**src/rtl/fetch_queue_pkg.sv**
```systemverilog
// fetch_queue_pkg: shared front-end constants and the fetch-queue entry type.
// The macro block below is the shared constants header for the front end:
// decode and fetch size themselves against FQ_DEPTH / FQ_PTR_LEN.
`ifndef INSN_LEN
`define INSN_LEN 32
`endif
`ifndef ADDR_LEN
`define ADDR_LEN 32
`endif
`ifndef FQ_DEPTH
`define FQ_DEPTH 8
`endif
`ifndef FQ_PTR_LEN
`define FQ_PTR_LEN 3
`endif

package fetch_queue_pkg;
  localparam int INSN_W   = `INSN_LEN;
  localparam int ADDR_W   = `ADDR_LEN;
  localparam int FQ_DEPTH = `FQ_DEPTH;
  localparam int FQ_PTR_W = `FQ_PTR_LEN;

  typedef struct packed {
    logic [INSN_W-1:0] inst;
    logic [ADDR_W-1:0] pc;
  } fq_entry_t;
endpackage

```
**src/rtl/fetch_queue_mem.sv**
```systemverilog
// fetch_queue_mem: DEPTH-entry {inst, pc} register array, no reset.
// Ports: clk; two write ports (we*/waddr*/wdata*); two combinational
// read ports (raddr*/rdata*). The two write addresses are always distinct.
module fetch_queue_mem
  import fetch_queue_pkg::*;
#(
  parameter int DEPTH = FQ_DEPTH,
  parameter int PTR_W = FQ_PTR_W
) (
  input  logic             clk,
  input  logic             we0,
  input  logic [PTR_W-1:0] waddr0,
  input  fq_entry_t        wdata0,
  input  logic             we1,
  input  logic [PTR_W-1:0] waddr1,
  input  fq_entry_t        wdata1,
  input  logic [PTR_W-1:0] raddr0,
  output fq_entry_t        rdata0,
  input  logic [PTR_W-1:0] raddr1,
  output fq_entry_t        rdata1
);
  fq_entry_t mem_q [DEPTH];

  always_ff @(posedge clk) begin
    if (we0) mem_q[waddr0] <= wdata0;
    if (we1) mem_q[waddr1] <= wdata1;
  end

  assign rdata0 = mem_q[raddr0];
  assign rdata1 = mem_q[raddr1];
endmodule

```
**src/rtl/fetch_queue.sv**
```systemverilog
// fetch_queue: 2-in / 2-out decoupling queue between fetch and decode.
// Ports: clk, reset (sync high), flush (misprediction);
//   enq_*: instruction pair from fetch, enq_ready = >=2 free entries;
//   deq_*: two oldest entries to decode (zero-latency read), deq_stall;
//   count: occupied entries.
module fetch_queue
  import fetch_queue_pkg::*;
#(
  parameter int DEPTH = FQ_DEPTH,
  parameter int PTR_W = FQ_PTR_W
) (
  input  logic              clk,
  input  logic              reset,
  input  logic              flush,
  input  logic              enq_valid,
  input  logic [INSN_W-1:0] enq_inst1,
  input  logic [INSN_W-1:0] enq_inst2,
  input  logic              enq_invalid2,
  input  logic [ADDR_W-1:0] enq_pc,
  output logic              enq_ready,
  input  logic              deq_stall,
  output logic              deq_valid1,
  output logic              deq_valid2,
  output logic [INSN_W-1:0] deq_inst1,
  output logic [INSN_W-1:0] deq_inst2,
  output logic [ADDR_W-1:0] deq_pc1,
  output logic [ADDR_W-1:0] deq_pc2,
  output logic [PTR_W:0]    count
);
  localparam logic [PTR_W:0] CNT_ONE = (PTR_W+1)'(1);
  localparam logic [PTR_W:0] CNT_TWO = (PTR_W+1)'(2);
  // Highest occupancy that still leaves room for a full pair.
  localparam logic [PTR_W:0] ENQ_MAX = (PTR_W+1)'(DEPTH - 2);

  logic [PTR_W-1:0] head_q, head_d, tail_q, tail_d;
  logic [PTR_W:0]   count_q, count_d;
  logic [PTR_W:0]   n_enq, n_deq;
  logic             enq_fire, deq_fire;
  fq_entry_t        wdata0, wdata1, rdata0, rdata1;

  // Only registered count feeds enq_ready, so fetch sees no comb path
  // from its own valid or from decode's stall.
  assign enq_ready = (count_q <= ENQ_MAX);
  assign enq_fire  = enq_valid & enq_ready & ~flush;
  assign deq_fire  = ~deq_stall & ~flush;

  assign n_enq = enq_fire ? (enq_invalid2 ? CNT_ONE : CNT_TWO) : '0;
  assign n_deq = deq_fire ? ((count_q >= CNT_TWO) ? CNT_TWO : count_q) : '0;

  assign wdata0 = '{inst: enq_inst1, pc: enq_pc};
  assign wdata1 = '{inst: enq_inst2, pc: enq_pc + ADDR_W'(4)};

  fetch_queue_mem #(.DEPTH(DEPTH), .PTR_W(PTR_W)) u_mem (
    .clk    (clk),
    .we0    (enq_fire),
    .waddr0 (tail_q),
    .wdata0 (wdata0),
    .we1    (enq_fire & ~enq_invalid2),
    .waddr1 (tail_q + PTR_W'(1)),
    .wdata1 (wdata1),
    .raddr0 (head_q),
    .rdata0 (rdata0),
    .raddr1 (head_q + PTR_W'(1)),
    .rdata1 (rdata1)
  );

  always_comb begin
    head_d  = head_q + n_deq[PTR_W-1:0];
    tail_d  = tail_q + n_enq[PTR_W-1:0];
    count_d = count_q + n_enq - n_deq;
    if (flush) begin
      head_d  = '0;
      tail_d  = '0;
      count_d = '0;
    end
  end

  always_ff @(posedge clk) begin
    if (reset) begin
      head_q  <= '0;
      tail_q  <= '0;
      count_q <= '0;
    end else begin
      head_q  <= head_d;
      tail_q  <= tail_d;
      count_q <= count_d;
    end
  end

  // Storage is not reset, so outputs are masked by occupancy.
  assign deq_valid1 = (count_q >= CNT_ONE);
  assign deq_valid2 = (count_q >= CNT_TWO);
  assign deq_inst1  = deq_valid1 ? rdata0.inst : '0;
  assign deq_pc1    = deq_valid1 ? rdata0.pc   : '0;
  assign deq_inst2  = deq_valid2 ? rdata1.inst : '0;
  assign deq_pc2    = deq_valid2 ? rdata1.pc   : '0;
  assign count      = count_q;
endmodule
```
**config.mk**
```make
export PLATFORM = sky130hd
export DESIGN_NAME = fetch_queue
export DESIGN_NICKNAME = d
export VERILOG_FILES = /design/src/rtl/fetch_queue_pkg.sv /design/src/rtl/fetch_queue_mem.sv /design/src/rtl/fetch_queue.sv
export SDC_FILE = /design/constraint.sdc
export NUM_CORES = 1
export LEC_CHECK = 0
export BUFFER_PORTS_ARGS = -buffer_cell sky130_fd_sc_hd__buf_2
export CORE_UTILIZATION = 40
export CTS_CLUSTER_SIZE = 25
export DETAILED_ROUTE_END_ITERATION = 10
export HOLD_SLACK_MARGIN = 0.03
export MAX_ROUTING_LAYER = met4
export PLACE_DENSITY = 0.54
export SLEW_MARGIN = 20
export SYNTH_ARGS = -nofsm -noshare
export SYNTH_HDL_FRONTEND = slang
export SYNTH_SLANG_ARGS = --single-unit
export TNS_END_PERCENT = 100
```
**constraint.sdc**
```tcl
create_clock -name clk -period 14.4 [get_ports clk]
set_input_delay 0 -clock clk [delete_from_list [all_inputs] [get_ports clk]]
set_output_delay 0 -clock clk [all_outputs]
set_load 0.01 [all_outputs]
```
== Word-level counts from Yosys, hierarchy flattened ==
Memories as Yosys holds them, arrays and structs flattened. A register that Yosys moved wholly into a read port is not among the register bits.
Index checks and enable logic that the tools add are counted.

* Register bits after elaboration: 10
* Latch bits: 0
* Bits in writable memories: 512
* ROM bits: 0
* Input bits: 102
* Output and inout bits: 135
* Memories: 1

{| class="wikitable"
|+ Memory list
! memory !! depth !! bits a word !! read ports !! clocked after Yosys merged registers in !! write ports !! line !! source
|-
| u_mem.mem_q || 8 || 64 || 2 || 1 || 2 || fetch_queue_mem.sv:22 || <nowiki>fq_entry_t mem_q [DEPTH];</nowiki>
|}

* Add/sub/neg operators: 7
* $mul: 0
* Div/mod/pow operators: 0
* Magnitude comparators: 3
* Eq/ne operators: 0
* Shift-type cells: 0
* Muxes and demuxes: 13
* Bitwise operators: 7
* Reduce and logical (&&, ||, !) cells: 1

{| class="wikitable"
|+ Operator list
! operator !! number
|-
| two-way mux 32 bit || 4
|-
| adder 32 x 3 -> 32 bit (second input constant) || 1
|-
| two-way mux 4 bit || 2
|-
| adder 3 x 1 -> 3 bit (second input constant) || 2
|-
| adder 4 x 2 -> 4 bit || 1
|-
| AND 1 bit || 4
|-
| greater-or-equal comparator 4 x 1 -> 1 bit (second input constant) || 1
|-
| greater-or-equal comparator 4 x 2 -> 1 bit (second input constant) || 1
|-
| <= comparator 4 x 3 -> 1 bit (second input constant) || 1
|-
| two-way mux 1 bit || 4
|-
| two-way mux 2 bit || 2
|-
| subtractor 4 bit || 1
|-
| adder 3 x 2 -> 3 bit || 1
|-
| adder 3 bit || 1
|-
| two-way mux 3 bit || 1
|-
| inverter 1 bit || 3
|-
| OR reduction 2 bit || 1
|}

== Longest topological paths before layout ==
Gate-level depths: netlist (run 1).

* Word-level depth: 6
* Gate-level depth with buffers: 14
* Depth with buffers taken out: 13

== Modules after synthesis ==
From an unflattened synthesis (run 1), not the netlist that was laid out.

* Cells, all modules: 1855
* Area total of the unflattened synthesis: 31433.9 sq um

{| class="wikitable"
|+ By module, submodules not included
! module !! times used !! cells an instance !! area each (sq um)
|-
| fetch_queue_mem || 1 || 1557 || 29309.4
|-
| fetch_queue || 1 || 298 || 2124.5
|}

== Worst setup path before layout (run 1) ==
No wires, ideal clock.

* Kind: register to register
* Start: reg count_q[3], in the netlist count[3]
* End: mem u_mem.mem_q[0][0] (netlist name), enable pin
* Setup time: 581 ps
* Arrival: 6301 ps
* Slack: 7519 ps
* Cell stages (with the launch flop): 9
* Buffers on the path: 1
* Clock period less this slack: 6881 ps
* Path through: dfxtp_1 -> inv_1 -> ha_1 -> nand2_1 -> mux2i_2 -> buf_4 -> and2_1 -> nand2b_1 -> o31ai_1

{| class="wikitable"
|+ RTL lines
! what !! line !! source
|-
| start, declared || fetch_queue.sv:36 || <nowiki>logic [PTR_W:0] count_q, count_d;</nowiki>
|-
| start signal, assigned || fetch_queue.sv:86 || <nowiki>count_q <= count_d;</nowiki>
|-
| end, declared || fetch_queue_mem.sv:22 ||
|}

== Worst setup path in the final report (run 1) ==
* Start: reg head_q[1]
* End: out deq_pc2[19]

* Word-level cells in the longest chain between the ends: 3

{| class="wikitable"
|+ RTL lines
! what !! line !! source
|-
| start, declared || fetch_queue.sv:35 || <nowiki>logic [PTR_W-1:0] head_q, head_d, tail_q, tail_d;</nowiki>
|-
| start signal, assigned || fetch_queue.sv:80 || <nowiki>head_q <= '0;</nowiki>
|-
| start signal, assigned || fetch_queue.sv:84 || <nowiki>head_q <= head_d;</nowiki>
|-
| adder 3 x 1 -> 3 bit || fetch_queue.sv:63 || <nowiki>.raddr1 (head_q + PTR_W'(1)),</nowiki>
|-
| memory read (8 x 64 bit) || - ||
|-
| two-way mux 32 bit || fetch_queue.sv:96 || <nowiki>assign deq_pc2 = deq_valid2 ? rdata1.pc : '0;</nowiki>
|-
| end, declared || fetch_queue.sv:27 || <nowiki>output logic [ADDR_W-1:0] deq_pc2,</nowiki>
|}

Every way passes these cells.

==> results of run 1 <==
-- cells by family (layout without fill, tap and decap cells) --
| family | count (synthesis) | in the layout | synth area share [%] |
|---|---|---|---|
| AOI/OAI and AO/OA | 82 | 82 | 1.32 |
| xor gates and xnor gates | 234 | 234 | 6.49 |
| adders and majority gates | 15 | 15 | 0.689 |
| buffers and inverters | 298 | 539 | 4.53 |
| DFF | 522 | 522 | 49.3 |
| muxes | 321 | 321 | 20.3 |
| other | 0 | 8 | 0 |
| and+or+nand+nor | 1314 | 1314 | 17.4 |
-- report_power, final --
| group | switching [mW] | leakage [nW] | internal, mW |
|---|---|---|---|
| sequential | 0.0165 | 4.72 | 1.70 |
| combinational | 0.361 | 7.57 | 0.214 |
| clock | 0.637 | 0.916 | 0.844 |
| total | 1.01 | 13.2 | 2.76 |
-- worst min path at each step --
| stage | from | end | cells past startpoint |
|---|---|---|---|
| 6_report | deq_stall | head_q[0]$_SDFF_PP0_ | 5 |
| 2_1_floorplan | reset | count[3]$_SDFF_PP0_ | 1 |
| 5_1_grt | deq_stall | head_q[0]$_SDFF_PP0_ | 5 |
| 3_5_place_dp | reset | head_q[2]$_SDFF_PP0_ | 2 |
| 4_1_cts | deq_stall | head_q[0]$_SDFF_PP0_ | 5 |
| 3_3_place_gp | reset | tail_q[2]$_SDFF_PP0_ | 2 |
-- through the flow --
step / cell area [um2] / util (%) / power [mW] / hold WS (ns) / setup WS (ns)
floorplan: 31600 / - / 2.07 / 0.0766 / 7.52
CTS: 36400 / 46.8 / 3.79 / 0.0587 / 9.22
finish: 36500 / 46.9 / 3.78 / 0.102 / 10.04
global route: 36500 / 46.9 / 3.88 / 0.123 / 9.73
detailed placement: 33200 / 42.7 / 2.29 / 0.261 / 9.90
global placement: 33200 / 42.7 / 2.28 / 0.262 / 9.92
-- final cells by class --
type,count,area [um2]
inverters,14,52.6
repair buffers,413,2900
clock buffers,77,1590
diodes,8,20.0
fillers,7005,41300
multi-input cells,1966,14800
clock inverters,35,273
well taps,1040,1300
flip-flops and latches,522,15600
-- state kept, by name (all words and copies together), names as in the netlist --
register	flops
tail_q	3
head_q	3
u_mem.mem_q	512
count	4
-- routing by layer --
metal / up-vias / routed length [um] / GRT usage, % / share of wire (%)
met4: 0 / 2740 / 7.08 / 2.6
met5: - / 0 / - / 0
met3: 174 / 8880 / 4.06 / 8.4
met2: 1126 / 51300 / 43.4 / 48
met1: 11900 / 43300 / 35.3 / 41
li1: 10100 / - / - / -
-- placed cells by master (no fill, tap or decap), types with 64 or more instances in the layout --
cell type,synthesis,final
sky130_fd_sc_hd__mux2i_1,64,64
sky130_fd_sc_hd__dlygate4sd3_1,0,133
sky130_fd_sc_hd__buf_2,98,236
sky130_fd_sc_hd__xor2_1,115,114
sky130_fd_sc_hd__nor2_1,175,174
sky130_fd_sc_hd__a21oi_1,65,65
sky130_fd_sc_hd__xnor2_1,119,118
sky130_fd_sc_hd__nand2_1,1005,1005
sky130_fd_sc_hd__edfxtp_1,512,512
sky130_fd_sc_hd__mux4_2,256,256
-- worst max-delay path: stages (launching register included) --
cell and delay, ns:
sky130_fd_sc_hd__dfxtp_4 0.76, sky130_fd_sc_hd__ha_4 0.55, sky130_fd_sc_hd__buf_4 0.64, sky130_fd_sc_hd__buf_6 0.68, sky130_fd_sc_hd__mux4_2 0.60, sky130_fd_sc_hd__nand2_1 0.08
sky130_fd_sc_hd__a21oi_1 0.14, sky130_fd_sc_hd__buf_2 0.21
==> key figures, run 1 <==
Setup path
  – Destination of the critical timing path: deq_pc2[19]
  – Category of the worst setup path capture point: output pin
  – Cells on worst reg2reg path: 8
  – Largest fanout of any net on the critical path: 48
  – Flop2flop setup slack: 10.30 ns
  – Worst Setup Start Kind: flip-flop
  – End of the worst register-to-register path: u_mem.mem_q[2][37]$_DFFE_PP_
  – Start-to-end type of the worst setup path: reg2out
  – Data required time at the worst endpoint: 14.40 ns
  – RR Startpoint: tail_q[0]$_SDFF_PP0_
  – Arr. time, crit path: 4.36 ns
  – Critical path startpoint: head_q[1]$_SDFF_PP0_

Synth
  – Async set-or-reset flop fraction in the synthesized netlist: 0%
  – Most numerous cell in the Yosys netlist: sky130_fd_sc_hd__nand2_1
  – Area fraction of the dominant cell type after synthesis: 48.7%
  – Seq cells post-synth: 522
  – Part of the Yosys area used for sequential elements: 49.3%
  – Net count of the mapped netlist: 2,903
  – Cell area after synthesis: 31,600 um2
  – Number of warnings printed during yosys synthesis: 0
  – Post-synth EDFFs: 512
  – Main flop type after synthesis: sky130_fd_sc_hd__edfxtp_1
  – Library cell occupying the most area in the post-synthesis netlist: sky130_fd_sc_hd__edfxtp_1
  – Mapped Cells: 2,786
  – Synth cell count leaders: sky130_fd_sc_hd__nand2_1 (1,005), sky130_fd_sc_hd__edfxtp_1 (512), sky130_fd_sc_hd__mux4_2 (256)
  – Biggest area contributors in the synthesized netlist: sky130_fd_sc_hd__edfxtp_1 (49%), sky130_fd_sc_hd__mux4_2 (18%), sky130_fd_sc_hd__nand2_1 (12%)
  – Number of distinct library cells after synthesis: 49
  – Syn Area/Cell: 11.3 um2

Clock tree
  – Insertion delay to the later sink of the worst-skew pair: 0.63 ns
  – CTS tree: yes
  – Clock buffer depth: 3
  – Buffers inserted by post-CTS timing repair: 0
  – Clock-pin slew on the worst setup and hold paths: 0.06 ns
  – Master cell of the clock root buffer: sky130_fd_sc_hd__clkbuf_16
  – CTS resizes: 0
  – Number of sinks driven by the clock tree: 522
  – Deepest level of the CTS H-tree: 2
  – Post-CTS Hold Fix Bufs: 133
  – Clock buffer count from CTS: 60

Detailed routing
  – Post-DR wirelength/cell: 26.1 um
  – Vias: 23,300
  – # DRC: 0
  – Number of nets with antenna violations after detailed routing: 0
  – Number of optimization iterations in the first detailed-route pass: 7
  – DR vias/cell: 5.72
  – Iteration-0 DRC count of the detailed router: 2,222
  – Routed wire length: 106,000 um

GRT
  – Pin count of the biggest net entering global routing: 140
  – Number of antenna violations at the first check in global routing: 8
  – Global routing usage summed across all routing layers: 26.8%
  – Global-route wire length before repair: 155,000 um
  – Remaining global-route overflow: 0
  – Vias in the first global route: 23,400

STA
  – Maximum clock frequency: 229 MHz
  – Transition time at the pin with the least slew margin: 1.20 ns
  – Time the final worst path needs with I/O delays and setup: 4.36 ns
  – Hold violation count in the final report: 0
  – Unrepaired setup endpoints after global routing: no
  – Worst Clk Skew: 0.0243 ns
  – Worst rel slew slack: 19.9%
  – Final setup TNS: 0 ns
  – Period utilisation layout: 30.3%
  – Count of pins over their slew limit: 0
  – Number of failing setup endpoints in the final timing report: 0

Die
  – Area inside the core boundary: 77,800 um2
  – Starting density of the core: 40.6%
  – Placement Rows: 102
  – Io pins: 237
  – Die height: 283 um
  – Die width: 283 um
  – Die area: 80,100 um2

Power and ir drop
  – Largest vdd supply drop: 0.0000944 V
  – Power per cell area: 103 nW/um2
  – Static leakage: 13.2 nW

Placement
  – Port bufs: 236
  – Routability congestion estimate: 0.810
  – Post-DP HPWL: 57,600 um
  – # placed instances: 3,820

Run
  – Max-Cap Viols: 0

Hold path
  – Path category of the worst min-delay check: in2reg

Finish
  – Area overhead of the layout relative to synthesis: 15.5%
  – Number of nets in the finished design: 3,094
  – Fraction of final layout cells with drive strength greater than 1: 22.8%
  – Non-filler cells, final: 4,075

Status
  – Outcome: completed
Note: power is estimated with default switching activity, not from simulation.
==> run 2: changes to the inputs <==
--- a/config.mk
+++ b/config.mk
@@ -11,7 +11,7 @@
 export DETAILED_ROUTE_END_ITERATION = 10
 export HOLD_SLACK_MARGIN = 0.03
 export MAX_ROUTING_LAYER = met4
-export PLACE_DENSITY = 0.54
+export PLACE_DENSITY = 0.56
 export SLEW_MARGIN = 20
 export SYNTH_ARGS = -nofsm -noshare
 export SYNTH_HDL_FRONTEND = slang
==> constraint.sdc (replaced) <==
create_clock -name clk -period 3.7 [get_ports clk]
set_input_delay 0 -clock clk [delete_from_list [all_inputs] [get_ports clk]]
set_output_delay 0 -clock clk [all_outputs]
set_load 0.01 [all_outputs]
==> key figures, run 2 (same netlist as run 1, synthesis figures left out) <==
Clock tree
  – Insertion delay to the later sink of the worst-skew pair: 0.64 ns
  – Number of sinks driven by the clock tree: 522
  – Master cell of the clock root buffer: sky130_fd_sc_hd__clkbuf_16
  – Clock buffer depth: 3
  – Deepest level of the CTS H-tree: 2
  – Clock-pin slew on the worst setup and hold paths: 0.06 ns
  – Buffers inserted by post-CTS timing repair: 0
  – CTS resizes: 0
  – Clock buffer count from CTS: 58
  – Post-CTS Hold Fix Bufs: 132
  – CTS tree: yes

Hold path
  – Path category of the worst min-delay check: in2reg

Finish
  – Top library cells by usage in the layout, fill and taps aside: sky130_fd_sc_hd__nand2_1 (1,005), sky130_fd_sc_hd__edfxtp_1 (512), sky130_fd_sc_hd__mux4_2 (256), sky130_fd_sc_hd__buf_2 (236), sky130_fd_sc_hd__nor2_1 (174)
  – Largest register FFs: 512
  – Most common library cell in the layout ignoring fill and taps: sky130_fd_sc_hd__nand2_1
  – Number of nets in the finished design: 3,120
  – Storage element area: 15,600 um2
  – Non-filler cells, final: 4,095
  – Fraction of final layout cells with drive strength greater than 1: 23.5%
  – Layout fillers: 6,970
  – Reg with most FFs: u_mem.mem_q
  – Area used by multi-input combinational logic: 14,800 um2
  – Area overhead of the layout relative to synthesis: 16.9%

Detailed routing
  – Number of optimization iterations in the first detailed-route pass: 5
  – DR vias/cell: 5.64
  – # DRC: 0
  – Vias: 23,100
  – Routed wire length: 103,000 um
  – Post-DR wirelength/cell: 25.2 um
  – Number of nets with antenna violations after detailed routing: 0
  – Iteration-0 DRC count of the detailed router: 2,502

Setup path
  – Start-to-end type of the worst setup path: reg2reg
  – Arr. time, crit path: 3.95 ns
  – Data required time at the worst endpoint: 4.18 ns
  – Category of the worst setup path capture point: flip-flop
  – Largest fanout of any net on the critical path: 23
  – Worst Setup Start Kind: flip-flop
  – Flop2flop setup slack: 0.23 ns

Die
  – Die width: 283 um
  – Placement Rows: 102
  – Die height: 283 um
  – Io pins: 237
  – Starting density of the core: 40.6%
  – Area inside the core boundary: 77,800 um2
  – Die area: 80,100 um2

STA
  – Worst rel slew slack: 26.4%
  – Period utilisation layout: 93.9%
  – Count of pins over their slew limit: 0
  – Worst Clk Skew: 0.0312 ns
  – Maximum clock frequency: 288 MHz
  – Hold Slack: 0.171 ns
  – Hold violation count in the final report: 0
  – Time the final worst path needs with I/O delays and setup: 3.47 ns
  – Transition time at the pin with the least slew margin: 1.10 ns
  – Number of failing setup endpoints in the final timing report: 0
  – Unrepaired setup endpoints after global routing: no

Placement
  – Routability congestion estimate: 0.823
  – Post-DP HPWL: 61,900 um
  – # placed instances: 3,850
  – Port bufs: 236

GRT
  – Remaining global-route overflow: 0
  – Pin count of the biggest net entering global routing: 130
  – Global-route wire length before repair: 151,000 um
  – Number of antenna violations at the first check in global routing: 5
  – Vias in the first global route: 23,300
  – Global routing usage summed across all routing layers: 26.1%

Power and ir drop
  – Largest vdd supply drop: 0.000336 V
  – Power per cell area: 397 nW/um2
  – Static leakage: 13.4 nW

Run
  – Max-Cap Viols: 0

Status
  – Outcome: completed
[run 2: cell count changes in the layout (fill, tap and decap cells not counted), moves of 2 or more]
| cell | previous run | this run |
|---|---|---|
| sky130_fd_sc_hd__and3_2 | 0 | 8 |
| sky130_fd_sc_hd__and3_4 | 8 | 0 |
| sky130_fd_sc_hd__buf_12 | 1 | 24 |
| sky130_fd_sc_hd__buf_4 | 40 | 47 |
| sky130_fd_sc_hd__clkbuf_1 | 16 | 11 |
| sky130_fd_sc_hd__clkbuf_16 | 61 | 59 |
| sky130_fd_sc_hd__clkinv_1 | 13 | 17 |
| sky130_fd_sc_hd__clkinv_2 | 14 | 11 |
| sky130_fd_sc_hd__diode_2 | 8 | 6 |
[run 2: path summary, 6_finish.rpt]
check | startpoint | cells after the start | endpoint
setup / recovery | tail_q[1]$_SDFF_PP0_ | 8 | u_mem.mem_q[4][55]$_DFFE_PP_
hold / removal | deq_stall | 5 | head_q[0]$_SDFF_PP0_
setup reg to reg | tail_q[1]$_SDFF_PP0_ | 8 | u_mem.mem_q[4][55]$_DFFE_PP_
hold reg to reg | tail_q[2]$_SDFF_PP0_ | 2 | tail_q[2]$_SDFF_PP0_
[run 2: worst max-delay path: stages, from the launching register on]
cell and delay, ns:
sky130_fd_sc_hd__dfxtp_1 0.56, sky130_fd_sc_hd__ha_1 0.35, sky130_fd_sc_hd__nor4b_4 0.38, sky130_fd_sc_hd__and2_1 0.22, sky130_fd_sc_hd__and3_2 0.77, sky130_fd_sc_hd__buf_4 0.37
sky130_fd_sc_hd__nand2_1 0.08, sky130_fd_sc_hd__nand2_1 0.06, sky130_fd_sc_hd__dlygate4sd3_1 0.54
[run 2: report_power, final]
group | internal, mW | switching, mW | total, mW
Combinational | 0.848 | 1.40 | 2.25
Clock | 3.25 | 2.48 | 5.73
Sequential | 6.62 | 0.0557 | 6.68
[run 2: stage by stage]
step / TNS [ns] / setup slack [ns] / cell area [um2] / utilization [%] / total power, mW
detailed placement: 0 / 0.679 / 33800 / 43.4 / 8.94
global route: 0 / 0.0828 / 36900 / 47.4 / 15.1
CTS: 0 / 0.289 / 36900 / 47.4 / 14.7
global placement: 0 / 0.529 / 33700 / 43.3 / 8.90
finish: 0 / 0.226 / 36900 / 47.4 / 14.7
floorplan: -9.14 / -0.0476 / 31700 / - / 8.05
[run 2: cell type report]
type,count,area share (%)
repair buffers,441,9.14
inverters,14,0.142
well taps,1040,3.52
diodes,6,0.0406
flip-flops and latches,522,42.2
clock inverters,36,0.827
clock buffers,70,4.11
multi-input cells,1966,40.0
[run 2: routing by layer]
| layer | GRT usage (%) | wire, um | part of all wire (%) | vias up |
|---|---|---|---|---|
| li1 | - | - | - | 10200 |
| met1 | 34.3 | 41600 | 40 | 11600 |
| met2 | 42.0 | 50200 | 49 | 1123 |
| met3 | 3.70 | 8540 | 8.3 | 173 |
| met4 | 7.92 | 2820 | 2.7 | 0 |
| met5 | - | 0 | 0 | - |
==> run 3: changes to the inputs <==
==> constraint.sdc (replaced) <==
create_clock -name clk -period 3.7 [get_ports clk]
set_input_delay 0.37 -clock clk [delete_from_list [all_inputs] [get_ports clk]]
set_output_delay 0.37 -clock clk [all_outputs]
set_load 0.01 [all_outputs]
==> key figures, run 3 (same netlist as run 1, synthesis figures left out) <==
Status
  – Outcome: completed

Setup path
  – Worst Setup Start Kind: flip-flop
  – Cells on worst reg2reg path: 7
  – Critical path startpoint: head_q[0]$_SDFF_PP0_
  – Category of the worst setup path capture point: output pin
  – Slowest stage cell on the critical path: sky130_fd_sc_hd__buf_12
  – Critical Path, Cell by Cell: buf_12 -> mux4_2 -> mux2i_1 -> nor2_1 -> buf_2
  – Arr. time, crit path: 3.06 ns
  – Largest fanout of any net on the critical path: 144
  – RR Startpoint: tail_q[1]$_SDFF_PP0_
  – Start-to-end type of the worst setup path: reg2out
  – Data required time at the worst endpoint: 3.33 ns
  – Maximum single-stage delay on the critical path: 0.72 ns
  – Flop2flop setup slack: 0.66 ns
  – End of the worst register-to-register path: u_mem.mem_q[4][10]$_DFFE_PP_

Die
  – Die height: 283 um
  – Placement Rows: 102
  – Die width: 283 um
  – Starting density of the core: 40.6%
  – Die area: 80,100 um2
  – Area inside the core boundary: 77,800 um2
  – Io pins: 237

Finish
  – Storage element area: 15,600 um2
  – Post-route cell area: 35,500 um2
  – Most common library cell in the layout ignoring fill and taps: sky130_fd_sc_hd__nand2_1
  – Largest register FFs: 512
  – Area used by multi-input combinational logic: 14,800 um2
  – Number of nets in the finished design: 2,993
  – Fraction of final layout cells with drive strength greater than 1: 24.5%
  – Top library cells by usage in the layout, fill and taps aside: sky130_fd_sc_hd__nand2_1 (1,005), sky130_fd_sc_hd__edfxtp_1 (512), sky130_fd_sc_hd__mux4_2 (256), sky130_fd_sc_hd__buf_2 (236), sky130_fd_sc_hd__nor2_1 (174)
  – Final core utilization: 45.6%
  – Reg with most FFs: u_mem.mem_q
  – Area overhead of the layout relative to synthesis: 12.5%
  – Layout fillers: 7,055

Hold path
  – Path category of the worst min-delay check: in2reg
  – Launch instance of the worst min-delay path: flush
  – Worst hold path cell count: 2
  – Sink of the worst hold path: count[3]$_SDFF_PP0_

STA
  – Number of failing setup endpoints in the final timing report: 0
  – Period utilisation layout: 92.6%
  – Worst Clk Skew: 0.0125 ns
  – Maximum clock frequency: 292 MHz
  – Time the final worst path needs with I/O delays and setup: 3.43 ns
  – Hold violation count in the final report: 0
  – Count of pins over their slew limit: 0
  – Unrepaired setup endpoints after global routing: no
  – Setup slack of the critical path after layout: 0.274 ns
  – Transition time at the pin with the least slew margin: 1.03 ns
  – Worst rel slew slack: 31.1%

Placement
  – Post-DP HPWL: 61,500 um
  – Post-place setup slack: 0.669 ns
  – Routability congestion estimate: 0.842
  – Area of placed instances: 33,800 um2
  – Port bufs: 236

Clock tree
  – Master cell of the clock root buffer: sky130_fd_sc_hd__clkbuf_16
  – Clock buffer count from CTS: 57
  – Number of sinks driven by the clock tree: 522
  – Clock-pin slew on the worst setup and hold paths: 0.06 ns
  – Insertion delay to the later sink of the worst-skew pair: 0.63 ns
  – CTS tree: yes
  – Buffers inserted by post-CTS timing repair: 0
  – Clock buffer depth: 3
  – Deepest level of the CTS H-tree: 2

Detailed routing
  – # DRC: 0
  – Iteration-0 DRC count of the detailed router: 2,240
  – Vias: 22,700
  – Number of nets with antenna violations after detailed routing: 0
  – DR vias/cell: 5.71
  – Number of optimization iterations in the first detailed-route pass: 7
  – Routed wire length: 103,000 um
  – Post-DR wirelength/cell: 25.9 um

GRT
  – Global-route wire length before repair: 152,000 um
  – Remaining global-route overflow: 0
  – Number of antenna violations at the first check in global routing: 10
  – Global routing usage summed across all routing layers: 26.2%
  – Vias in the first global route: 22,800
  – Pin count of the biggest net entering global routing: 145

Power and ir drop
  – Power per cell area: 401 nW/um2
  – Static leakage: 12.8 nW
  – Largest vdd supply drop: 0.000323 V

Run
  – Max-Cap Viols: 0
run 3: changes by cell type in the layout (fill, tap and decap cells not counted), sizes merged:
cell / delta
clkinvlp: -1
clkbuf: +5
diode: +3
dlygate4sd3: -129
bufinv: -3
inv: -1
buf: +3
clkinv: -3
run 3: where the power goes:
group | internal, mW | switching, mW | leakage (nW) | total [mW]
Clock | 3.04 | 2.40 | 0.849 | 5.43
Combinational | 0.757 | 1.38 | 7.25 | 2.14
Sequential | 6.62 | 0.0568 | 4.72 | 6.68
run 3: worst max path at each step:
stage,to,depth (start not counted)
2_1_floorplan,u_mem.mem_q[5][0]$_DFFE_PP_,8
3_3_place_gp,u_mem.mem_q[1][30]$_DFFE_PP_,7
3_5_place_dp,u_mem.mem_q[1][28]$_DFFE_PP_,7
4_1_cts,deq_pc1[21],5
5_1_grt,deq_pc1[21],5
6_report,deq_pc1[22],5
run 3: cell type report:
class / count / area share (%)
flip-flops and latches: 522 / 43.9
multi-input cells: 1966 / 41.6
repair buffers: 315 / 5.86
well taps: 1040 / 3.66
clock buffers: 75 / 4.32
diodes: 9 / 0.0634
clock inverters: 28 / 0.514
inverters: 14 / 0.148
run 3: metrics by stage:
step	hold WS [ns]	std cells	total power, mW	TNS (ns)
floorplan	0.447	2786	8.05	-9.14
global placement	0.607	3854	8.90	0
detailed placement	0.601	3854	8.94	0
CTS	0.0738	3960	14.3	0
global route	0.0878	3968	14.7	0
finish	0.102	3969	14.3	0
run 3: worst max-delay path: cells and delay by family, from the launching register on:
kind | cells | cell delay (ns)
and+or+nand+nor | 1 | 0.08
muxes | 2 | 1.00
buffers and inverters | 2 | 0.88
DFF | 1 | 0.40
run 3: layer usage:
metal | track usage, % | vias to the layer above | part of all wire [%]
met3 | 4.23 | 186 | 9.0
met4 | 7.26 | 0 | 2.4
met1 | 34.4 | 11400 | 40
li1 | - | 9938 | -
met5 | - | - | 0
met2 | 42.2 | 1174 | 48
run 3: what timing repair did:
| item | 4_1_cts | 5_1_grt |
|---|---|---|
| hold buffers | 3 | 0 |
| hold endpoints to repair | 20 | 0 |
| resized for setup | 0 | 0 |
